===== config.mk =====
export PLATFORM = sky130hd
export DESIGN_NAME = tmds_word_packer
export DESIGN_NICKNAME = d
export VERILOG_FILES = /design/src/rtl/tmds_word_packer.sv
export SDC_FILE = /design/constraint.sdc
export NUM_CORES = 1
export LEC_CHECK = 0
export CORE_MARGIN = 4
export CORE_UTILIZATION = 50
export CTS_CLUSTER_SIZE = 20
export DETAILED_ROUTE_END_ITERATION = 6
export GPL_TIMING_DRIVEN = 0
export PLACE_DENSITY = 0.68
export SYNTH_ARGS = -nofsm -noshare
export SYNTH_HDL_FRONTEND = slang
export SYNTH_SLANG_ARGS = --single-unit

===== constraint.sdc =====
create_clock -name clk_pixel -period 13.95 [get_ports clk_pixel]
set_input_delay 2.79 -clock clk_pixel [delete_from_list [all_inputs] [get_ports clk_pixel]]
set_output_delay 2.79 -clock clk_pixel [all_outputs]
set_load 0.01 [all_outputs]

===== src/rtl/tmds_word_packer.sv =====
// -----------------------------------------------------------------------------
// tmds_word_packer
//   Gathers PIX_PER_WORD consecutive per-channel TMDS symbols into one wide
//   transceiver word and buffers the words in a single-clock FIFO that is
//   presented first-word-fall-through on a valid/ready interface.
//   In fill_idle mode the output is always valid and underruns are filled
//   with a word made of IDLE_SYM in every slot.
//
// Ports
//   clk_pixel         pixel clock, all logic on the rising edge
//   clk_pixel_resetn  asynchronous active-low reset
//   sym_in            one symbol per channel, channel c at [c*SYM_W +: SYM_W]
//   sym_valid         sym_in valid this cycle
//   sym_sof           with sym_valid: this symbol set is slot 0 (realign)
//   fill_idle         1 = idle-fill on underrun, 0 = plain valid/ready
//   clr_stats         synchronous clear of counters and align_err
//   word_out          packed word, channel c / slot p at
//                     [(c*PIX_PER_WORD+p)*SYM_W +: SYM_W]
//   word_valid        word_out valid
//   word_ready        consumer accepts word_out
//   level             FIFO occupancy
//   overflow_cnt      dropped words, saturating
//   underflow_cnt     ready cycles with an empty FIFO, saturating
//   align_err         sticky: sof arrived with slot != 0
// -----------------------------------------------------------------------------
module tmds_word_packer #(
    parameter int unsigned      NUM_CH       = 3,
    parameter int unsigned      SYM_W        = 10,
    parameter int unsigned      PIX_PER_WORD = 2,
    parameter int unsigned      FIFO_DEPTH   = 8,
    parameter logic [SYM_W-1:0] IDLE_SYM     = 10'h354
) (
    input  logic                                   clk_pixel,
    input  logic                                   clk_pixel_resetn,
    input  logic [NUM_CH*SYM_W-1:0]                sym_in,
    input  logic                                   sym_valid,
    input  logic                                   sym_sof,
    input  logic                                   fill_idle,
    input  logic                                   clr_stats,
    output logic [NUM_CH*SYM_W*PIX_PER_WORD-1:0]   word_out,
    output logic                                   word_valid,
    input  logic                                   word_ready,
    output logic [$clog2(FIFO_DEPTH+1)-1:0]        level,
    output logic [15:0]                            overflow_cnt,
    output logic [15:0]                            underflow_cnt,
    output logic                                   align_err
);

    localparam int unsigned WW = NUM_CH * SYM_W * PIX_PER_WORD;
    localparam int unsigned PW = $clog2(FIFO_DEPTH);
    localparam int unsigned LW = $clog2(FIFO_DEPTH + 1);
    localparam int unsigned SW = (PIX_PER_WORD > 1) ? $clog2(PIX_PER_WORD) : 1;

    localparam logic [SW-1:0] LAST_SLOT = SW'(PIX_PER_WORD - 1);
    localparam logic [LW-1:0] DEPTH_L   = LW'(FIFO_DEPTH);
    localparam logic [WW-1:0] IDLE_WORD = {(NUM_CH * PIX_PER_WORD){IDLE_SYM}};

    logic [SW-1:0] slot_q, slot_d, base_slot;
    logic [WW-1:0] asm_q, asm_d;
    logic [WW-1:0] mem_q [FIFO_DEPTH];
    logic [PW-1:0] wr_ptr_q, wr_ptr_d;
    logic [PW-1:0] rd_ptr_q, rd_ptr_d;
    logic [LW-1:0] level_q, level_d;
    logic [WW-1:0] hold_q, hold_d;
    logic [15:0]   ovf_q, ovf_d;
    logic [15:0]   udf_q, udf_d;
    logic          align_q, align_d;

    logic          empty, full, pop, push_req, push_ok;
    logic [WW-1:0] head;

    // ---------------------------------------------------------------------
    // Word assembly: merge this cycle's symbols into the slot being filled.
    // A sof forces slot 0, so the partial word is simply overwritten.
    // ---------------------------------------------------------------------
    always_comb begin
        base_slot = sym_sof ? '0 : slot_q;
        asm_d     = asm_q;
        slot_d    = slot_q;
        push_req  = 1'b0;
        if (sym_valid) begin
            for (int unsigned c = 0; c < NUM_CH; c++) begin
                for (int unsigned p = 0; p < PIX_PER_WORD; p++) begin
                    if (SW'(p) == base_slot) begin
                        asm_d[(c*PIX_PER_WORD + p)*SYM_W +: SYM_W] = sym_in[c*SYM_W +: SYM_W];
                    end
                end
            end
            push_req = (base_slot == LAST_SLOT);
            slot_d   = push_req ? '0 : base_slot + 1'b1;
        end
    end

    // ---------------------------------------------------------------------
    // FIFO control. A pop on an empty FIFO is never performed, so a push
    // into an empty FIFO always lands; a full FIFO accepts a push only when
    // the head leaves in the same cycle.
    // ---------------------------------------------------------------------
    always_comb begin
        empty   = (level_q == '0);
        full    = (level_q == DEPTH_L);
        head    = mem_q[rd_ptr_q];
        pop     = word_ready && !empty;
        push_ok = push_req && (!full || pop);

        wr_ptr_d = push_ok ? wr_ptr_q + 1'b1 : wr_ptr_q;
        rd_ptr_d = pop     ? rd_ptr_q + 1'b1 : rd_ptr_q;

        level_d = level_q;
        if (push_ok && !pop) begin
            level_d = level_q + 1'b1;
        end else if (pop && !push_ok) begin
            level_d = level_q - 1'b1;
        end

        // Remember what was shown so an empty FIFO keeps presenting it.
        hold_d = empty ? hold_q : head;
    end

    // ---------------------------------------------------------------------
    // Statistics: clr_stats wins over any same-cycle increment or set.
    // ---------------------------------------------------------------------
    always_comb begin
        ovf_d   = ovf_q;
        udf_d   = udf_q;
        align_d = align_q;
        if (clr_stats) begin
            ovf_d   = '0;
            udf_d   = '0;
            align_d = 1'b0;
        end else begin
            if (push_req && !push_ok && (ovf_q != '1)) begin
                ovf_d = ovf_q + 1'b1;
            end
            if (word_ready && empty && (udf_q != '1)) begin
                udf_d = udf_q + 1'b1;
            end
            if (sym_valid && sym_sof && (slot_q != '0)) begin
                align_d = 1'b1;
            end
        end
    end

    always_ff @(posedge clk_pixel or negedge clk_pixel_resetn) begin
        if (!clk_pixel_resetn) begin
            slot_q   <= '0;
            asm_q    <= '0;
            wr_ptr_q <= '0;
            rd_ptr_q <= '0;
            level_q  <= '0;
            hold_q   <= '0;
            ovf_q    <= '0;
            udf_q    <= '0;
            align_q  <= 1'b0;
        end else begin
            slot_q   <= slot_d;
            asm_q    <= asm_d;
            wr_ptr_q <= wr_ptr_d;
            rd_ptr_q <= rd_ptr_d;
            level_q  <= level_d;
            hold_q   <= hold_d;
            ovf_q    <= ovf_d;
            udf_q    <= udf_d;
            align_q  <= align_d;
        end
    end

    // Storage needs no reset: entries are only read once written.
    always_ff @(posedge clk_pixel) begin
        if (push_ok) begin
            mem_q[wr_ptr_q] <= asm_d;
        end
    end

    // ---------------------------------------------------------------------
    // Outputs. word_out is forced to zero while reset is asserted, which
    // also masks the idle word when fill_idle is high during reset.
    // ---------------------------------------------------------------------
    always_comb begin
        word_valid = fill_idle || !empty;
        if (!clk_pixel_resetn) begin
            word_out = '0;
        end else if (!empty) begin
            word_out = head;
        end else if (fill_idle) begin
            word_out = IDLE_WORD;
        end else begin
            word_out = hold_q;
        end
    end

    assign level         = level_q;
    assign overflow_cnt  = ovf_q;
    assign underflow_cnt = udf_q;
    assign align_err     = align_q;

endmodule


==> impl_metrics.csv, run 1 <==
group,metric,value,unit
run_status,status,"complete, no violations",
worst_hold_path,hold_path_class,"flip-flop to flip-flop",
placement,post-place-ws,5589,ps
pwr,irDropWorstVdd,0.0001386,V
cts,h-tree-depth,3,
global_routing,grt_pass1_vias,14274,
routing,dr.pass1.iters,7,
timing,slew_headroom,19.50,%
final_layout,fin_cells,2375,
routing,drt-initial-drc-count,1154,
global_routing,overflow,0,
setup_path,critical_path.most_common_cell,"buf_16",
timing,worst_pin_slew,1198,ps
cts,cts-root-buf,"clkbuf_16",
global_routing,track_usage,21.52,%
routing,wire_per_inst,24.04,um
routing,routed_wl,57100,um
floorplan,ios,135,
timing,period_share,59.59,%
cts,clock-sinks,644,
synthesis,synth_area,0.02538,mm^2
synthesis,synth_edf_count,480,
timing,fin_ws,5637,ps
routing,topRoutingLayerUsed,"met5",
routing,viasPerCell,5.790,
timing,slew_viol_final,0,
setup_path,crit_chain,"buf_8 > buf_16 > buf_16 > nor3b_1 > clkbuf_1 > nand2_1 > o21ai_0 > clkdlybuf4s50_1",
floorplan,row_count,82,
final_layout,nNetsFinal,1693,
timing,finalSetupViolations,0,
routing,ant_nets,0,
routing,wl_met2,28260,um
synthesis,ys_types,42,
routing,vias,13752,
cts,cts_tree,"yes",
cts,clk_path_buf_depth,3,
global_routing,grt_start_max_net_pins,110,
synthesis,ys_ff_latch,644,
floorplan,initial_core_util,50.59,%
setup_path,worst_setup_path_start_kind,"input pin",
timing,fin_tns_setup,0,ps
floorplan,die_w,233.3,um
cts,post_cts_buffers,0,
cts,cts_hold_buf,0,
placement,place_area,0.02830,mm^2
synthesis,synthArstFlopShare,25.47,%
setup_path,crit_arrival,5520,ps
floorplan,die-area,0.05443,mm^2
timing,worst_hold_slack,489.9,ps
setup_path,path_delay_family,"buffers and inverters",
setup_path,worst-path-buf-inv,5,
placement,place_inst,2251,
routing,wl_met3,3522,um
cts,path_clk_slew,50,ps
global_routing,antenna_found_initial,1,
synthesis,synth_cells,1393,
final_layout,area_delta_synth_final,19.59,%
placement,dp_hpwl,37530,um
synthesis,yosys_most_used_dff,"edfxtp_1",
pwr,p_per_area,192.4,mW/mm^2
cts,cts.repair.resized,0,
flow_run,drv_cap,0,
global_routing,grt_pass1_wl,87530,um
floorplan,die-height,233.3,um
pwr,power.total,5.841,mW
setup_path,worstSetupEndpointType,"primary output",
setup_path,path_class,"input pin to primary output",
synthesis,synth_fp_nets,1438,
synthesis,seq_area_frac_synth,72.96,%
pwr,p_leak,10.62,nW
floorplan,core-area,0.05017,mm^2
routing,wl_met1,24240,um
timing,final.setup_skew,22.70,ps
setup_path,max_stage_delay,630,ps
final_layout,insertedDiodeCount,0,
placement,port-buffer-count,134,
final_layout,fin_util,60.50,%
timing,rsz0062_at_grt,"false",
cts,clock_latency,600,ps
setup_path,required,11160,ps
final_layout,stdcell_area,0.03035,mm^2
timing,fmax,120.3,MHz
final_layout,drive_gt1_share,20.90,%
routing,drc,0,
timing,timing.final.crit_period,8313,ps
setup_path,path_max_fanout,109,
synthesis,ys_warn_count,0,
cts,cts_made_buffers,67,
placement,place.gp.congestion,0.8332,
synthesis,avgSynthCellArea,18.22,um^2
timing,timing_hold_violations_final,0,
setup_path,critPathSlowestCell,"clkdlybuf4s50_1",
==> kinds of logic after synthesis <==
| family | synth area share, % |
|---|---|
| buffers and inverters | 1.301 |
| and+or+nand+nor | 4.383 |
| xor gates and xnor gates | 0.2416 |
| AOI/OAI and AO/OA | 4.397 |
| muxes | 16.29 |
| adders and majority gates | 0.4239 |
| DFF | 72.96 |
==> final cells by class <==
cell class	count	area, um^2
flip-flops and latches	644	18520
plain buffers	78	304.0
multi-input cells	664	6588
fillers	3655	19820
clock buffers	96	1858
repair buffers	186	2032
well taps	672	840.8
inverters	7	26.28
clock inverters	28	186.4
==> worst paths after layout <==
| kind | endpoint | depth (start not counted) | startpoint | slack [ps] |
|---|---|---|---|---|
| min reg2reg | hold_q[2]$_DFFE_PN0N_ | 1 | hold_q[2]$_DFFE_PN0N_ | 490 |
| max | word_out[57] | 8 | clk_pixel_resetn | 5640 |
| min | hold_q[2]$_DFFE_PN0N_ | 1 | hold_q[2]$_DFFE_PN0N_ | 490 |
| max reg2reg | hold_q[0]$_DFFE_PN0N_ | 6 | rd_ptr_q[0]$_DFFE_PN0P_ | 10750 |
| max in group asynchronous | asm_q[25]$_DFF_PN0_ | 3 | clk_pixel_resetn | 10950 |
| min in group asynchronous | overflow_cnt[8]$_DFFE_PN0P_ | 2 | clk_pixel_resetn | 2210 |
==> metal layers <==
metal | GRT usage (%) | vias to the layer above
li1 | - | 6038
met1 | 30.08 | 7190
met2 | 35.27 | 441
met3 | 4.293 | 81
met4 | 5.360 | 2
met5 | 0 | -
==> Yosys cell counts, drive strengths merged (22+ instances only) <==
master  number  share of area [%]
edfxtp     480                 57
dfrtp      164                 16
mux4       120                 11
nand2       80                1.2
mux2        73                3.2
mux2i       61                2.4
clkbuf      56               0.83
a21oi       50               0.99
nor2        47               0.70
o21ai       39               0.77
o21a        31               0.92
o211a       30                1.2
buf         22               0.37
==> worst reg2reg max path: stages (launching register included) <==
cell and delay, ps:
dfrtp_1 340, clkbuf_1 200, buf_1 540, buf_1 810, mux4_2 600, mux2i_1 420
a21oi_1 140
==> flip-flops by register name (all words and copies together), names as in the netlist <==
name,flops
hold_q,60
rd_ptr_q,3
align_err,1
slot_q,1
underflow_cnt,16
asm_q,60
overflow_cnt,16
wr_ptr_q,3
level,4
mem_q,480
==> power breakdown <==
group / total (mW) / internal, mW / switching, mW
clock: 1.67 / 0.953 / 0.714
sequential: 2.45 / 2.36 / 0.0968
combinational: 1.72 / 0.807 / 0.913
total: 5.84 / 4.12 / 1.72
==> layout by cell type, fill, tap and decap left out, drive strengths merged, types with 19 or more instances in the layout <==
| cell | n |
|---|---|
| clkinv | 20 |
| mux2i | 61 |
| nand2 | 80 |
| o21a | 31 |
| clkdlybuf4s50 | 133 |
| a21oi | 50 |
| nor2 | 47 |
| nand3 | 19 |
| edfxtp | 480 |
| clkbuf | 152 |
| o21ai | 39 |
| buf | 75 |
| o211a | 30 |
| mux4 | 120 |
| mux2 | 73 |
| dfrtp | 164 |
Power figures use the tool's default switching activity.
==> run 2: changes to the inputs <==
PLACE_DENSITY = 0.71   (was 0.68)
clock period = 7.1 ns   (was 13.95 ns; I/O delays follow)
==> impl_metrics.csv, run 2 (same netlist as run 1, synthesis figures left out) <==
group,metric,value,unit
global_routing,grt_pass1_vias,14156,
routing,drt-initial-drc-count,1306,
final_layout,top_regs,"mem_q (480), asm_q (60), hold_q (60)",
timing,timing_hold_violations_final,0,
pwr,p_per_area,375.9,mW/mm^2
floorplan,initial_core_util,50.59,%
worst_hold_path,min_from,"hold_q[22]$_DFFE_PN0N_",
cts,cts_hold_buf,0,
cts,clock_latency,630,ps
setup_path,rr_worst_depth,8,
timing,timing.final.crit_period,5740,ps
floorplan,core-area,0.05017,mm^2
final_layout,layout_commonest_cell,"edfxtp_1",
global_routing,grt_pass1_wl,87240,um
cts,cts_made_buffers,61,
routing,viasPerCell,5.860,
setup_path,path_delay_family,"buffers and inverters",
floorplan,row_count,82,
cts,h-tree-depth,2,
floorplan,die_w,233.3,um
final_layout,nFillCells,3642,
floorplan,die-area,0.05443,mm^2
final_layout,seq_area,0.01852,mm^2
setup_path,crit_cells,7,
timing,final.setup_skew,24.93,ps
pwr,power_frac_comb,29.7,%
final_layout,final_cell_mix,"edfxtp_1 (480), dfrtp_1 (164), clkdlybuf4s50_1 (133), mux4_2 (120), nand2_1 (80)",
final_layout,regMostFlops,"mem_q",
cts,post_cts_buffers,0,
global_routing,track_usage,21.33,%
floorplan,die-height,233.3,um
timing,fin_tns_setup,0,ps
timing,period_share,80.85,%
pwr,p_leak,10.52,nW
timing,rsz0062_at_grt,"false",
global_routing,overflow,0,
run_status,status,"complete, no violations",
final_layout,largest_reg_flops,480,
pwr,p_clk_share,27.7,%
global_routing,antenna_found_initial,0,
setup_path,worst_setup_path_start_kind,"flip-flop",
final_layout,drive_gt1_share,20.54,%
routing,dr.pass1.iters,5,
timing,finalSetupViolations,0,
timing,worst_pin_slew,1339,ps
global_routing,grt_start_max_net_pins,89,
final_layout,multi_input_area,0.006590,mm^2
setup_path,worstSetupStartpoint,"rd_ptr_q[0]$_DFFE_PN0P_",
worst_hold_path,min_path_cells,1,
routing,wire_per_inst,24.15,um
timing,slew_headroom,9.882,%
setup_path,path_max_fanout,10,
timing,slew_viol_final,0,
pwr,p_switching,3.361,mW
final_layout,nNetsFinal,1681,
setup_path,worst-path-buf-inv,4,
routing,drc,0,
floorplan,ios,135,
setup_path,path_class,"flip-flop to primary output",
cts,path_clk_slew,60,ps
cts,cts-root-buf,"clkbuf_16",
setup_path,r2r_start,"slot_q$_DFFE_PN0P_",
setup_path,max_stage_delay,830,ps
pwr,pwr-share-seq,42.6,%
setup_path,critPathSlowestCell,"buf_1",
setup_path,worstSetupEndpointType,"primary output",
setup_path,critical_path.most_common_cell,"buf_1",
placement,place.gp.congestion,0.8515,
cts,cts_tree,"yes",
worst_hold_path,hold_path_class,"flip-flop to flip-flop",
cts,clk_path_buf_depth,3,
routing,ant_nets,0,
timing,fmax,174.2,MHz
routing,vias,13842,
placement,port-buffer-count,134,
pwr,switching_share,29.64,%
routing,routed_wl,57030,um
final_layout,fin_cells,2362,
placement,dp_hpwl,37180,um
pwr,irDropWorstVdd,0.0002584,V
cts,cts.repair.resized,0,
pwr,power.internal,7.980,mW
setup_path,crit_arrival,4320,ps
setup_path,crit_chain,"clkbuf_1 > buf_1 > buf_1 > mux4_2 > mux2i_1 > o21ai_0 > clkdlybuf4s50_1",
final_layout,fin_util,60.13,%
final_layout,area_delta_synth_final,18.86,%
flow_run,drv_cap,0,
placement,place_inst,2245,
cts,clock-sinks,644,
setup_path,required,5680,ps
-- run 2: changes by cell type in the layout (fill, tap and decap cells not counted), moves of 2 or more --
cell,previous run,this run
bufinv_16,1,3
buf_16,4,2
clkinv_2,9,11
clkbuf_1,80,72
nor4_2,2,0
clkinv_1,11,13
clkbuf_8,3,5
inv_6,4,0
buf_4,9,3
clkbuf_16,69,62
buf_6,31,34
clkinvlp_4,2,4
-- run 2: stage by stage --
stage | area (um^2) | power (mW) | hold WS [ps] | setup slack (ps)
2_1_floorplan | 25390 | 7.030 | 464.9 | 362.2
3_3_place_gp | 27570 | 8.174 | 472.9 | -5072
3_5_place_dp | 28220 | 8.308 | 480.3 | 1291
4_1_cts | 30170 | 11.45 | 493.6 | 1280
5_1_grt | 30170 | 11.89 | 520.7 | 1129
6_report | 30170 | 11.34 | 492.4 | 1360
-- run 2: worst paths after layout --
check | end | slack, ps
min in group asynchronous | overflow_cnt[14]$_DFFE_PN0P_ | 780
hold reg to reg | hold_q[22]$_DFFE_PN0N_ | 490
max in group asynchronous | asm_q[25]$_DFF_PN0_ | 5390
setup / recovery | word_out[0] | 1360
hold / removal | hold_q[22]$_DFFE_PN0N_ | 490
setup reg to reg | mem_q[4][24]$_DFFE_PP_ | 3830
-- run 2: routing by layer --
layer / vias to the layer above / global-route usage [%] / part of all wire [%]
met5: - / 0 / 0
met4: 0 / 4.613 / 1.9
met3: 76 / 3.951 / 6.9
met2: 466 / 34.23 / 48
met1: 7293 / 31.05 / 43
li1: 6007 / - / -
-- run 2: area by class of cell --
type / count / share of cell area [%]
flip-flops and latches: 644 / 61.38
clock inverters: 33 / 0.8627
multi-input cells: 664 / 21.84
clock buffers: 83 / 5.570
well taps: 672 / 2.787
repair buffers: 180 / 6.449
plain buffers: 78 / 1.008
inverters: 7 / 0.08710
diodes: 1 / 0.008295
-- run 2: worst register-to-register path, cell delays in order (launching register included) --
cell and delay [ps]:
dfrtp_1 410, nand3b_1 280, a21o_1 380, inv_1 170, nand2_1 230, nor3_2 820, buf_6 270, buf_4 230
buf_6 180
-- run 2: power groups by stage --
stage / registers (mW) / logic, mW / clock network (mW)
floorplan: 4.86 / 2.17 / 0
global placement: 4.91 / 3.26 / 0
detailed placement: 4.90 / 3.41 / 0
CTS: 4.83 / 3.43 / 3.19
global route: 4.87 / 3.66 / 3.36
finish: 4.83 / 3.37 / 3.14
